==> src/rtl/corescore_reset_seq_pkg.sv <==
// Shared definitions for the PLL-domain reset sequencer: state encoding,
// relock counter width and a small elaboration-time helper.
package corescore_reset_seq_pkg;

  localparam logic [1:0] ST_WAIT_LOCK = 2'd0;
  localparam logic [1:0] ST_HOLD      = 2'd1;
  localparam logic [1:0] ST_RELEASE   = 2'd2;
  localparam logic [1:0] ST_RUN       = 2'd3;

  localparam int unsigned RELOCK_W = 8;

  function automatic int unsigned max_u(input int unsigned a, input int unsigned b);
    return (a > b) ? a : b;
  endfunction

endpackage

==> src/rtl/corescore_lock_filter.sv <==
// Synchronises the asynchronous PLL lock into o_clk and requires LOCK_FILTER
// consecutive high samples before reporting lock; any low sample drops it at once.
module corescore_lock_filter
  import corescore_reset_seq_pkg::*;
#(
  parameter int unsigned SYNC_STAGES = 2,
  parameter int unsigned LOCK_FILTER = 4
) (
  input  logic o_clk,
  input  logic i_rst,
  input  logic i_locked,
  output logic lock_ok
);

  localparam int unsigned FW = $clog2(LOCK_FILTER + 1);
  localparam logic [FW-1:0] FMAX    = FW'(LOCK_FILTER);
  localparam logic [FW-1:0] FMAX_M1 = FW'(LOCK_FILTER - 1);

  logic [SYNC_STAGES-1:0] sync_q, sync_d;
  logic [FW-1:0]          cnt_q, cnt_d;
  logic                   lock_q, lock_d;
  logic                   lk_s;

  assign lk_s    = sync_q[SYNC_STAGES-1];
  assign lock_ok = lock_q;

  always_comb begin
    sync_d = {sync_q[SYNC_STAGES-2:0], i_locked};
    cnt_d  = '0;
    lock_d = 1'b0;
    if (lk_s) begin
      cnt_d  = (cnt_q == FMAX) ? cnt_q : cnt_q + 1'b1;
      // Lock is declared on the same edge the counter reaches LOCK_FILTER.
      lock_d = (cnt_q >= FMAX_M1);
    end
  end

  always_ff @(posedge o_clk) begin
    if (i_rst) begin
      sync_q <= '0;
      cnt_q  <= '0;
      lock_q <= 1'b0;
    end else begin
      sync_q <= sync_d;
      cnt_q  <= cnt_d;
      lock_q <= lock_d;
    end
  end

endmodule

==> src/rtl/corescore_reset_seq.sv <==
// Reset sequencer: holds all channels in reset until lock is stable for
// HOLD_CYCLES, then releases them in order; lock loss re-asserts everything.
module corescore_reset_seq
  import corescore_reset_seq_pkg::*;
#(
  parameter int unsigned SYNC_STAGES = 2,
  parameter int unsigned LOCK_FILTER = 4,
  parameter int unsigned HOLD_CYCLES = 16,
  parameter int unsigned STAGE_GAP   = 4,
  parameter int unsigned NUM_RST     = 2
) (
  input  logic                o_clk,
  input  logic                i_rst,
  input  logic                i_locked,
  output logic [NUM_RST-1:0]  o_rst,
  output logic                o_ready,
  output logic                o_lock_lost,
  output logic [RELOCK_W-1:0] o_relock_cnt
);

  localparam int unsigned CW = $clog2(max_u(HOLD_CYCLES, STAGE_GAP) + 1);
  localparam int unsigned SW = $clog2(NUM_RST + 1);
  // The WAIT_LOCK->HOLD edge already consumes one hold cycle, so HOLD loads two less.
  localparam logic [CW-1:0] HOLD_LOAD = CW'((HOLD_CYCLES >= 2) ? HOLD_CYCLES - 2 : 0);
  localparam logic [CW-1:0] GAP_LOAD  = CW'(STAGE_GAP - 1);
  localparam logic [SW-1:0] LAST_STG  = SW'(NUM_RST - 1);

  logic                lock_ok;
  logic [1:0]          state_q, state_d;
  logic [CW-1:0]       cnt_q, cnt_d;
  logic [SW-1:0]       stage_q, stage_d;
  logic [NUM_RST-1:0]  rst_q, rst_d;
  logic                ready_q, ready_d;
  logic                lost_q, lost_d;
  logic [RELOCK_W-1:0] relock_q, relock_d;
  logic                loss, rel_now;

  corescore_lock_filter #(
    .SYNC_STAGES (SYNC_STAGES),
    .LOCK_FILTER (LOCK_FILTER)
  ) u_lock_filter (
    .o_clk    (o_clk),
    .i_rst    (i_rst),
    .i_locked (i_locked),
    .lock_ok  (lock_ok)
  );

  always_comb begin
    state_d  = state_q;
    cnt_d    = cnt_q;
    stage_d  = stage_q;
    rst_d    = rst_q;
    ready_d  = ready_q;
    lost_d   = lost_q;
    relock_d = relock_q;
    loss     = 1'b0;
    rel_now  = 1'b0;

    case (state_q)
      ST_WAIT_LOCK: begin
        if (lock_ok) begin
          if (HOLD_CYCLES == 1) begin
            rel_now = 1'b1;
          end else begin
            state_d = ST_HOLD;
            cnt_d   = HOLD_LOAD;
          end
        end
      end
      ST_HOLD, ST_RELEASE: begin
        if (!lock_ok)           loss = 1'b1;
        else if (cnt_q == '0)   rel_now = 1'b1;
        else                    cnt_d = cnt_q - 1'b1;
      end
      default: begin
        if (!lock_ok) loss = 1'b1;
      end
    endcase

    if (rel_now) begin
      for (int unsigned k = 0; k < NUM_RST; k++) begin
        if (SW'(k) == stage_q) rst_d[k] = 1'b0;
      end
      stage_d = stage_q + 1'b1;
      if (stage_q == LAST_STG) begin
        state_d = ST_RUN;
        ready_d = 1'b1;
      end else begin
        state_d = ST_RELEASE;
        cnt_d   = GAP_LOAD;
      end
    end

    // Loss overrides any release decided in the same cycle.
    if (loss) begin
      state_d  = ST_WAIT_LOCK;
      cnt_d    = '0;
      stage_d  = '0;
      rst_d    = '1;
      ready_d  = 1'b0;
      lost_d   = 1'b1;
      relock_d = (relock_q == '1) ? relock_q : relock_q + 1'b1;
    end
  end

  always_ff @(posedge o_clk) begin
    if (i_rst) begin
      state_q  <= ST_WAIT_LOCK;
      cnt_q    <= '0;
      stage_q  <= '0;
      rst_q    <= '1;
      ready_q  <= 1'b0;
      lost_q   <= 1'b0;
      relock_q <= '0;
    end else begin
      state_q  <= state_d;
      cnt_q    <= cnt_d;
      stage_q  <= stage_d;
      rst_q    <= rst_d;
      ready_q  <= ready_d;
      lost_q   <= lost_d;
      relock_q <= relock_d;
    end
  end

  assign o_rst        = rst_q;
  assign o_ready      = ready_q;
  assign o_lock_lost  = lost_q;
  assign o_relock_cnt = relock_q;

endmodule

==> config.mk <==
export PLATFORM = sky130hd
export DESIGN_NAME = corescore_reset_seq
export DESIGN_NICKNAME = d
export VERILOG_FILES = /design/src/rtl/corescore_reset_seq_pkg.sv /design/src/rtl/corescore_lock_filter.sv /design/src/rtl/corescore_reset_seq.sv
export SDC_FILE = /design/constraint.sdc
export NUM_CORES = 1
export LEC_CHECK = 0
export ABC_AREA = 1
export ABC_CLOCK_PERIOD_IN_PS = 2050
export BUFFER_PORTS_ARGS = -buffer_cell sky130_fd_sc_hd__clkbuf_2
export CAP_MARGIN = 15
export CORE_MARGIN = 2
export CORE_UTILIZATION = 38
export DETAILED_ROUTE_END_ITERATION = 7
export GPL_TIMING_DRIVEN = 0
export HOLD_SLACK_MARGIN = 0.05
export MAX_ROUTING_LAYER = met4
export PLACE_DENSITY_LB_ADDON = 0.12
export SLEW_MARGIN = 20
export SYNTH_ARGS = -nofsm -noshare
export SYNTH_HDL_FRONTEND = slang
export SYNTH_SLANG_ARGS = --single-unit
==> constraint.sdc <==
create_clock -name o_clk -period 2.05 [get_ports o_clk]
set_clock_uncertainty 0.05 [all_clocks]
set_input_delay 0.41 -clock o_clk [delete_from_list [all_inputs] [get_ports o_clk]]
set_output_delay 0.41 -clock o_clk [all_outputs]
set_load 0.01 [all_outputs]
======== Word level (Yosys, flattened, before mapping) ========
Cells that the tools add are included.
word-level totals
  bits in registers ....................... 27
  bits in latches ......................... 0
  RAM bits ................................ 0
  memory bits (read-only) ................. 0
  input bits .............................. 3
  output and inout bits ................... 12
  logic and storage cells ................. 52
  memories kept ........................... 0
operators by class
  add/subtract/negate cells ............... 4
  $mul .................................... 0
  div/mod/pow operators ................... 0
  $lt $le $gt $ge ......................... 1
  equal/unequal tests ..................... 6
  shift-type cells ........................ 0
  multiplexer cells ....................... 15
  bitwise logic cells ..................... 2
  reduce and logical (&&, ||, !) cells .... 13
operator list
  operator               number
  $mux W5                5
  $pmux W5 S2            1
  $reduce_and A2 Y1      5
  $add A8 B1 Y8 const B  1
  $eq A8 B8 Y1 const B   1
  $mux W1                6
  $mux W2                3
  $reduce_or A2 Y1       3
  $logic_not A5 Y1       1
  $sub A5 B1 Y5 const B  1
  $eq A2 B1 Y1 const B   2
  $logic_not A2 Y1       2
  $reduce_bool A2 Y1     2
  $add A3 B1 Y3 const B  1
  $eq A3 B3 Y1 const B   1
  $ge A3 B2 Y1 const B   1
  $add A2 B1 Y2 const B  1
  $eq A1 B2 Y1 const A   1
  $eq A2 B2 Y1 const B   1
  $not A1 Y1             2

======== Logic depth before layout (Yosys ltp) ========
Gate-level depths: netlist of run 1.
  word-level depth ........................ 6
  gate-level depth with buffers ........... 12
  gate-level depth less buffers ........... 12

======== Cells and area by module ========
A second synthesis of run 1 with hierarchy kept.
second synthesis, totals
  cell total of the unflattened synthesis .. 198
  area, all modules ....................... 1483.9 um^2
by module, submodules not included
  module                 instances  cells each  area each (um^2)  seq. area each (um^2)
  corescore_reset_seq    1          164         1216.2            420.4
  corescore_lock_filter  1          34          267.8             120.1

======== Worst setup path before layout of run 1 ========
OpenSTA, ideal clock, no wires.
  path kind ............................... register to register
  start ................................... register state_q[0]
  end ..................................... register relock_q[3] (netlist: o_relock_cnt[3])
  library setup time ...................... 113 ps
  arrival time ............................ 1289 ps
  data required time ...................... 1887 ps
  slack ................................... 598 ps
  cell stages (with the launch flop) ...... 9
  buffers on the path ..................... 1
  period minus slack after synthesis ...... 1452 ps
  cells stage by stage .................... dfxtp_1 inv_1 ha_1 nor2_8 a21boi_4 buf_6 nand3_1 nand2_1 a21oi_2
between the ends
  cells in the longest elaborated chain, start to end .. 3
ends and longest elaborated chain
  item                         RTL line                    RTL
  start, declared              corescore_reset_seq.sv:29   logic [1:0] state_q, state_d;
  start signal, assigned       corescore_reset_seq.sv:116  state_q <= state_d;
  $logic_not A2 Y1             corescore_reset_seq.sv:59   case (state_q)
  $mux W1                      -
  $reduce_and A2 Y1 (no line)  -
  end signal, assigned         corescore_reset_seq.sv:122  relock_q <= relock_d;
  end, declared                corescore_reset_seq.sv:35   logic [RELOCK_W-1:0] relock_q, relock_d;
No other way between the ends.
A chain may end at the register's enable or synchronous reset.

======== Worst setup path in the final report of run 1 ========
  start ................................... register state_q[0]
  end ..................................... register relock_q[5] (netlist: o_relock_cnt[5])
Same word-level chain as after synthesis.

==> impl_metrics.toml, run 1 <==
[detailed_routing]
vias = 1184
ant_nets = 0
wl_um = 2600
drt-initial-drc-count = 62
drc_errors = 0
drt_pass1_iterations = 4
vias_per_cell = 4.607
wl_per_cell_um = 10.12

[synth]
yosysUniqueCellTypes = 26
yosysTopAreaCell = "dfxtp_1"
avgSynthCellArea_um2 = 7.442
ys_ff_latch = 27
synth.area.top_cells = "dfxtp_1 38%, nand2_1 12%, ha_1 7.9%, inv_1 7.9%, nor2_1 6.3%"
syn_nets = 204
seq_area_frac_synth = 0.3783
yosysMostFrequentCell = "nand2_1"
synth_common_cells = "45 x nand2_1, 30 x inv_1, 27 x dfxtp_1"
synth_area_mm2 = 0.001429
ys_warn_count = 0
synth_ff_type = "dfxtp_1"
postSynth.asyncResetShare = 0
synth_edf_count = 0
synth_top_area_frac = 0.3783
syn_inst = 192

[clock_network]
post_cts_buffers = 0
clkSinkCount = 27
cts_tree = "built"
clkSlewWorstSetupHoldPaths_ns = 0.10
clkLatencyLatePin_ns = 0.27
ctsRootBufferMaster = "clkbuf_8"
cts.repair.resized = 0
cts_max_path_buffers = 2
cts_made_buffers = 3
h-tree-depth = 1
hold_buffers = 0

[power]
finalPower_mw = 0.8596
peakVddDrop_uv = 304.5
p_leak_nw = 0.7150
power.density_mw_per_mm2 = 537.6

[critical_path]
end_kind = "flop"
cp.arrival_ns = 1.73
r2r_start = "state_q[0]"
crit_path_start_kind = "flop"
required_ns = 2.17
crit_path_start = "state_q[0]"
crit_type = "flop to flop"
crit_fanout = 10

[timing]
post-route-period-util = 0.7856
fin_setup_tns_ns = 0
finalHoldViolations = 0
drv_slew = 0
setup_viol = 0
worst_slew_pin_slew_ns = 0.3813
max_freq_ghz = 0.6210
slew_headroom = 0.7458
hold_ws_ns = 0.2614
period_minus_slack_ns = 1.610
setup_ws_ns = 0.4396
rsz0062_at_grt = "false"

[layout]
drive_above_1_share = 0.1675
layout.nets = 222
diodes = 0
n_fill_cell = 388
syn_to_final_growth_pct = 11.91

[global_route]
overflow = 0
grt_usage = 0.1441
grt_max_degree = 15
grt_pass1_wl_um = 4726
antenna_found_initial = 0
first_global_vias = 1100

[hold_path]
min_from = "i_locked"
hold_path_class = "primary input to flop"

[place]
gp_congestion = 0.8373
port_buffers = 13
dp_slack_ns = 0.4406
hpwl_um = 1960

[die]
die_h_um = 65.32
coreArea_mm2 = 0.003633
io_pins = 15
rows = 22
dieArea_mm2 = 0.004267
die_width_um = 65.32
initial_core_util = 0.3933

[outcome]
status = "finished, final reports clean"

[job]
maxCapViolCount = 0
worst paths after layout:
path	endpoint	slack, ns	depth (start not counted)
min	u_lock_filter.sync_q[0]	0.26	3
max	o_relock_cnt[5]	0.44	8
max reg2reg	o_relock_cnt[5]	0.44	8
min reg2reg	u_lock_filter.sync_q[1]	0.36	2
state kept, by name, indices dropped and copies added, names as in the netlist:
| name | count |
|---|---|
| stage_q | 2 |
| u_lock_filter.cnt_q | 3 |
| u_lock_filter.sync_q | 2 |
| o_rst | 2 |
| u_lock_filter.lock_ok | 1 |
| cnt_q | 5 |
| state_q | 2 |
| o_lock_lost | 1 |
| o_relock_cnt | 8 |
| o_ready | 1 |
critical path, stage by stage (launching register included):
cell,delay [ns]
dfxtp_1,0.35
inv_1,0.06
ha_1,0.32
nor2_8,0.18
a21boi_4,0.21
buf_6,0.16
nand3_1,0.07
nand2_1,0.07
a21oi_2,0.03
cell type report:
type	instances	area [µm²]	share of cell area
Sequential cell	27	540.5	0.3380
Tap cell	48	60.06	0.03756
Multi-Input combinational cell	131	738.2	0.4617
Timing Repair Buffer	13	65.06	0.04069
Inverter	31	116.4	0.07277
Buffer	3	33.78	0.02113
Clock buffer	4	45.04	0.02817
kinds of logic (layout without fill, tap and decap cells):
family / count (synthesis) / after routing / synth area share
adders and majority gates: 9 / 9 / 0.07881
and+or+nand+nor: 90 / 90 / 0.2863
xor gates and xnor gates: 3 / 3 / 0.01839
DFF: 27 / 27 / 0.3783
AOI/OAI and AO/OA: 29 / 29 / 0.1331
buffers and inverters: 34 / 51 / 0.1051
routing by layer:
| metal | vias up | routed length, µm | part of all wire | track usage |
|---|---|---|---|---|
| met3 | 4 | 57 | 0.022 | 0.02568 |
| met5 | - | 0 | 0 | - |
| met4 | 0 | 29 | 0.011 | 0.04688 |
| li1 | 636 | - | - | - |
| met2 | 12 | 1183 | 0.46 | 0.2309 |
| met1 | 532 | 1329 | 0.51 | 0.1849 |
through the flow:
step	instance area, µm²	instances	utilization
floorplan	1429	192	-
global placement	1554	253	0.4277
detailed placement	1554	253	0.4277
CTS	1599	257	0.4401
global route	1599	257	0.4401
finish	1599	257	0.4401
layout by cell type, fill, tap and decap left out:
| cell type | n |
|---|---|
| nor3_1 | 2 |
| buf_6 | 3 |
| nor2_1 | 24 |
| nand4_1 | 2 |
| ha_1 | 9 |
| nand4_2 | 1 |
| dfxtp_1 | 27 |
| nor2_2 | 1 |
| nor2_4 | 2 |
| a31oi_1 | 1 |
| nand3_1 | 8 |
| a21boi_4 | 1 |
| a21oi_2 | 4 |
| o211ai_1 | 2 |
| xor2_1 | 1 |
| clkbuf_1 | 1 |
| nand2_1 | 45 |
| xnor2_1 | 2 |
| clkbuf_8 | 3 |
| inv_1 | 30 |
| nand3b_1 | 1 |
| o21ai_0 | 5 |
| a21oi_1 | 13 |
| nand2_2 | 3 |
| o21ai_2 | 2 |
| nor2_8 | 1 |
| inv_2 | 1 |
| a211oi_1 | 1 |
| clkbuf_2 | 13 |
power breakdown:
part           leakage [nW]  internal, mW  switching (mW)  total [mW]
Clock                0.0228         0.139           0.171       0.311
Sequential            0.218         0.526        0.000937       0.527
Combinational         0.474       0.00766          0.0140      0.0217
No activity file was read; power rests on OpenSTA's default activity.
==> inputs of run 2 (changes only) <==
Settings changed: ABC_AREA 1 to 0, ABC_CLOCK_PERIOD_IN_PS 2050 to 1600.
Clock period 2.05 ns to 1.6 ns, I/O delays scaled along.
==> impl_metrics.toml, run 2 <==
[outcome]
status = "finished, violations left"
violations = "negative setup slack"

[synth]
syn_inst = 158
ys_ff_latch = 27
synth_top_area_frac = 0.3888
synth.area.top_cells = "dfxtp_1 39%, ha_1 8.1%, nor2b_1 3.6%, a21oi_1 3.2%, inv_1 3.2%"
syn_nets = 170
avgSynthCellArea_um2 = 8.798
ys_warn_count = 0
synth_edf_count = 0
synth_ff_type = "dfxtp_1"
yosysMostFrequentCell = "dfxtp_1"
synth_area_mm2 = 0.001390
seq_area_frac_synth = 0.3888
yosysUniqueCellTypes = 46
yosysTopAreaCell = "dfxtp_1"
synth_common_cells = "27 x dfxtp_1, 12 x inv_1, 12 x nor2_1"
postSynth.asyncResetShare = 0

[global_route]
grt_pass1_wl_um = 5568
overflow = 0
first_global_vias = 1130
antenna_found_initial = 0
grt_usage = 0.1751
grt_max_degree = 16

[layout]
layout.nets = 194
syn_to_final_growth_pct = 25.83
fin_area_mm2 = 0.001749
drive_above_1_share = 0.3370
post-route-util = 0.5121
largest_reg_flops = 8
final_cells = 227
layout_commonest_cell = "dfxtp_1"
layout_common_cells = "21 x dfxtp_1, 14 x clkbuf_2, 11 x nor2_1"
diodes = 0

[timing]
max_freq_ghz = 0.5749
setup_viol = 7
post-route-period-util = 1.087
setup_ws_ns = -0.1394
drv_slew = 0
period_minus_slack_ns = 1.739
slew_headroom = 0.6584
worst_slew_pin_slew_ns = 0.5124
rsz0062_at_grt = "true"
finalHoldViolations = 0

[place]
hpwl_um = 2179
gp_congestion = 0.7725
dp_cells = 217
dpl_cell_area_mm2 = 0.001572
port_buffers = 13
dp_slack_ns = -0.3216

[detailed_routing]
wl_per_cell_um = 13.94
wl_um = 3165
drt_pass1_iterations = 4
vias_per_cell = 5.357
vias = 1216
ant_nets = 0
drt-initial-drc-count = 33
drc_errors = 0

[clock_network]
h-tree-depth = 1
clkSlewWorstSetupHoldPaths_ns = 0.14
cts_max_path_buffers = 2
ctsRootBufferMaster = "clkbuf_4"
clkSinkCount = 27
hold_buffers = 0
clkLatencyLatePin_ns = 0.34
cts_tree = "built"
cts_made_buffers = 3

[die]
io_pins = 15
die_h_um = 64.48
dieArea_mm2 = 0.004158
die_width_um = 64.48
coreArea_mm2 = 0.003416
rows = 21
initial_core_util = 0.4070

[critical_path]
crit_path_start_kind = "flop"
required_ns = 1.79
crit_fanout = 4
end_kind = "flop"
crit_type = "flop to flop"
cp.arrival_ns = 1.93

[power]
p_leak_nw = 0.6373
peakVddDrop_uv = 338.1
power.density_mw_per_mm2 = 576.5

[hold_path]
hold_path_class = "primary input to flop"

[job]
maxCapViolCount = 0
-- run 2: cell types whose count changed after synthesis, sizes merged, moves of 4 or more --
cell	previous run	this run
a21oi	17	9
o21ai	7	3
inv	31	12
clkbuf	0	7
nor2b	0	8
nand3	8	4
nor2	28	12
nand2	48	10
-- run 2: per-stage QoR --
stage | setup TNS (ns) | hold slack (ns) | power [mW]
after floorplan | -0.3913 | 0.3638 | 0.7107
after global placement | -2.247 | 0.3804 | 0.7185
after detailed placement | -2.528 | 0.3762 | 0.7191
after CTS | -1.328 | 0.1330 | 1.026
after global routing | -1.076 | 0.1423 | 1.059
final | -0.5701 | 0.1413 | 1.008
-- run 2: cell type report --
cell class,count,area [µm²]
sequential,27,548.0
timing repair buffer,21,128.9
clock buffer,3,22.52
multi-input combinational,111,908.4
buffer,6,33.78
inverter,12,45.04
tap,46,57.56
fill,334,1667
clock inverter,1,5.005
-- run 2: kinds of logic after synthesis --
group                    synth area share
flip-flops                         0.3888
multiplexers                      0.03870
adder cells (fa/ha/maj)           0.08101
XOR/XNOR                         0.006302
buffers and inverters             0.05580
AO/OA/AOI/OAI                      0.1908
AND/OR/NAND/NOR                    0.2385
-- run 2: final timing paths --
kind	start	to	slack, ns	cells after the start
max reg2reg	cnt_q[1]	o_rst[1]	-0.14	5
min	i_locked	u_lock_filter.sync_q[0]	0.14	2
min reg2reg	u_lock_filter.sync_q[0]	u_lock_filter.sync_q[1]	0.41	1
max	cnt_q[1]	o_rst[1]	-0.14	5
-- run 2: per-layer routing --
metal	wire length (µm)	up-vias	track usage
met1	1603	578	0.2413
met3	67	3	0.02604
met2	1465	16	0.2617
met4	30	0	0.06383
met5	0	-	-
li1	-	619	-
-- run 2: critical path, cell delays in order, from the launching register on --
cell and delay (ns):
dfxtp_2 0.35, inv_2 0.06, ha_4 0.14, or4b_4 0.50
or3_4 0.39, a21o_1 0.16
-- run 2: power by group --
part / switching [mW] / total, mW / internal [mW] / leakage [nW]
Sequential: 0.00139 / 0.677 / 0.675 / 0.221
Combinational: 0.0185 / 0.0295 / 0.0110 / 0.399
Clock: 0.208 / 0.302 / 0.0941 / 0.0177
-- run 2: timing repair --
action | 4_1_cts | 5_1_grt
buffers inserted | 6 | 2
pin swaps | 5 | 7
gates resized for setup | 14 | 14
setup endpoints to repair | 17 | 16
gates cloned | 0 | 0
==> inputs of run 3 (changes only) <==
Settings changed: CORE_MARGIN 2 to unset, MAX_ROUTING_LAYER met4 to unset, SYNTH_HIERARCHICAL set to 1.
==> impl_metrics.toml, run 3 <==
[outcome]
status = "finished, violations left"
violations = "negative setup slack"

[detailed_routing]
ant_nets = 0
wl_um = 2859
drc_errors = 0
vias_per_cell = 5.268
wl_per_cell_um = 13.00
vias = 1159
drt_pass1_iterations = 4
drt-initial-drc-count = 49

[power]
p_sw_frac = 0.2317
internal-power_mw = 0.7787
net-switching-power_mw = 0.2348
share_clk_of_total_power = 0.310
finalPower_mw = 1.014
peakVddDrop_uv = 287.6
p_leak_nw = 0.6535
seqPwrFrac = 0.666
power.density_mw_per_mm2 = 607.7
power_frac_comb = 0.024

[die]
initial_core_util = 0.4007
coreArea_mm2 = 0.003363
die_width_um = 61.55
io_pins = 15
dieArea_mm2 = 0.003788
rows = 21
die_h_um = 61.55

[layout]
syn_to_final_growth_pct = 23.77
layout.nets = 187
fin_area_mm2 = 0.001668
largest_reg_flops = 8
layout_commonest_cell = "dfxtp_1"
diodes = 0
layout_common_cells = "21 x dfxtp_1, 17 x nor2_1, 14 x clkbuf_2"
drive_above_1_share = 0.3103
post-route-util = 0.4959

[hold_path]
whs_endpoint = "u_lock_filter/sync_q[1]"
hold_depth = 2
min_from = "i_rst"
hold_path_class = "primary input to flop"

[timing]
rsz0062_at_grt = "true"
setup_viol = 1
setup_ws_ns = -0.04412
worst_slew_pin_slew_ns = 0.4796
post-route-period-util = 1.028
finalHoldViolations = 0
period_minus_slack_ns = 1.644
drv_slew = 0
max_freq_ghz = 0.6082
slew_headroom = 0.6803
hold_ws_ns = 0.1207

[global_route]
grt_max_degree = 17
grt_pass1_wl_um = 4471
grt_usage = 0.1624
antenna_found_initial = 0
overflow = 0
first_global_vias = 1014

[place]
dpl_cell_area_mm2 = 0.001475
hpwl_um = 1863
port_buffers = 14
gp_congestion = 0.8056

[clock_network]
ctsRootBufferMaster = "clkbuf_4"
cts_max_path_buffers = 2
clkLatencyLatePin_ns = 0.34
hold_buffers = 0
cts_tree = "built"
h-tree-depth = 1
cts_made_buffers = 3
clkSlewWorstSetupHoldPaths_ns = 0.15
clkSinkCount = 27

[critical_path]
end_kind = "flop"
cp.buffers_inverters = 1
crit_type = "flop to flop"
critPathMaxStageDelay_ns = 0.52
crit_fanout = 5
worst_r2r_endpoint = "cnt_q[1]"
r2r_slack_ns = -0.04
crit_path_start_kind = "flop"
crit_chain = "inv_4 > ha_4 > or4b_4 > nand2_2 > o2111ai_2 > a31oi_1"
cp_top_family = "simple AND/OR/NAND/NOR gates"
required_ns = 1.81
cp_slowest_cell = "or4b_4"
cp.arrival_ns = 1.86
r2r_start = "cnt_q[0]"
crit_path_start = "cnt_q[0]"
reg2regPathDepth = 6

[synth]
synth_edf_count = 0
syn_inst = 152
ys_warn_count = 6
synth_common_cells = "27 x dfxtp_1, 19 x nor2_1, 13 x inv_1"
synth_top_area_frac = 0.4011
seq_area_frac_synth = 0.4011
postSynth.asyncResetShare = 0
yosysMostFrequentCell = "dfxtp_1"
syn_nets = 164
yosysUniqueCellTypes = 40
synth_area_mm2 = 0.001348
synth.area.top_cells = "dfxtp_1 40%, ha_1 8.4%, nor2_1 5.3%, inv_1 3.6%, a21oi_1 3.0%"
avgSynthCellArea_um2 = 8.865
yosysTopAreaCell = "dfxtp_1"
synth_ff_type = "dfxtp_1"
ys_ff_latch = 27

[job]
maxCapViolCount = 0
[run 3: changes by cell type in the layout (fill, tap and decap cells not counted), sizes merged, moves of 3 or more]
cell    before  now
xor2         0    3
nor2b        8    3
nor2        12   19
o211ai       1    5
a41oi        3    0
[run 3: how the worst max path moves through the flow]
stage	end	slack, ns	cells after the start
2_1_floorplan	o_relock_cnt[7]	0.02	7
4_1_cts	o_relock_cnt[1]	0.008	5
3_3_place_gp	cnt_q[2]	-0.13	6
3_5_place_dp	o_relock_cnt[1]	-0.16	7
5_1_grt	cnt_q[1]	-0.13	6
6_report	cnt_q[1]	-0.04	6
[run 3: cells by family (layout without fill, tap and decap cells)]
kind of cell | after synthesis | in the layout | share of synthesized area
AOI/OAI and AO/OA | 34 | 34 | 0.1755
xor gates and xnor gates | 4 | 4 | 0.02600
adders and majority gates | 9 | 9 | 0.08357
buffers and inverters | 19 | 41 | 0.05943
DFF | 27 | 27 | 0.4011
muxes | 4 | 4 | 0.03064
and+or+nand+nor | 55 | 55 | 0.2238
[run 3: power groups by stage]
stage / clock network (mW) / registers, mW / logic, mW
final: 0.314 / 0.675 / 0.0240
after global routing: 0.358 / 0.676 / 0.0267
after CTS: 0.336 / 0.676 / 0.0242
after detailed placement: 0 / 0.692 / 0.0234
after global placement: 0 / 0.692 / 0.0226
after floorplan: 0 / 0.691 / 0.0147
[run 3: what timing repair did]
action	4_1_cts	5_1_grt
gates resized for setup	16	17
setup buffers	3	2
gates cloned	0	0
pin swaps	4	11
endpoints found under the setup margin	18	11
[run 3: area by class of cell]
cell class	count	area (µm²)
fill	358	1695
multi-input combinational	106	839.6
sequential	27	550.5
timing repair buffer	19	107.6
tap	46	57.56
inverter	13	51.30
buffer	5	31.28
clock buffer	3	22.52
clock inverter	1	7.507
[run 3: worst register-to-register path: stages (launching register included)]
cell	delay [ns]
dfxtp_4	0.39
inv_4	0.05
ha_4	0.15
or4b_4	0.52
nand2_2	0.10
o2111ai_2	0.09
a31oi_1	0.22
[run 3: metal layers]
metal	global-route usage	up-vias	part of all wire
li1	-	585	-
met1	0.2041	558	0.46
met2	0.2627	11	0.50
met3	0.03361	5	0.018
met4	0.08254	0	0.020
met5	0	-	0
[run 3: through the flow]
step | setup TNS, ns | std cells | setup slack (ns)
final | -0.04412 | 220 | -0.04412
after detailed placement | -1.775 | 212 | -0.1573
after floorplan | 0 | 152 | 0.02196
after global placement | -1.159 | 212 | -0.1261
after CTS | 0 | 218 | 0.008028
after global routing | -0.1413 | 220 | -0.1251
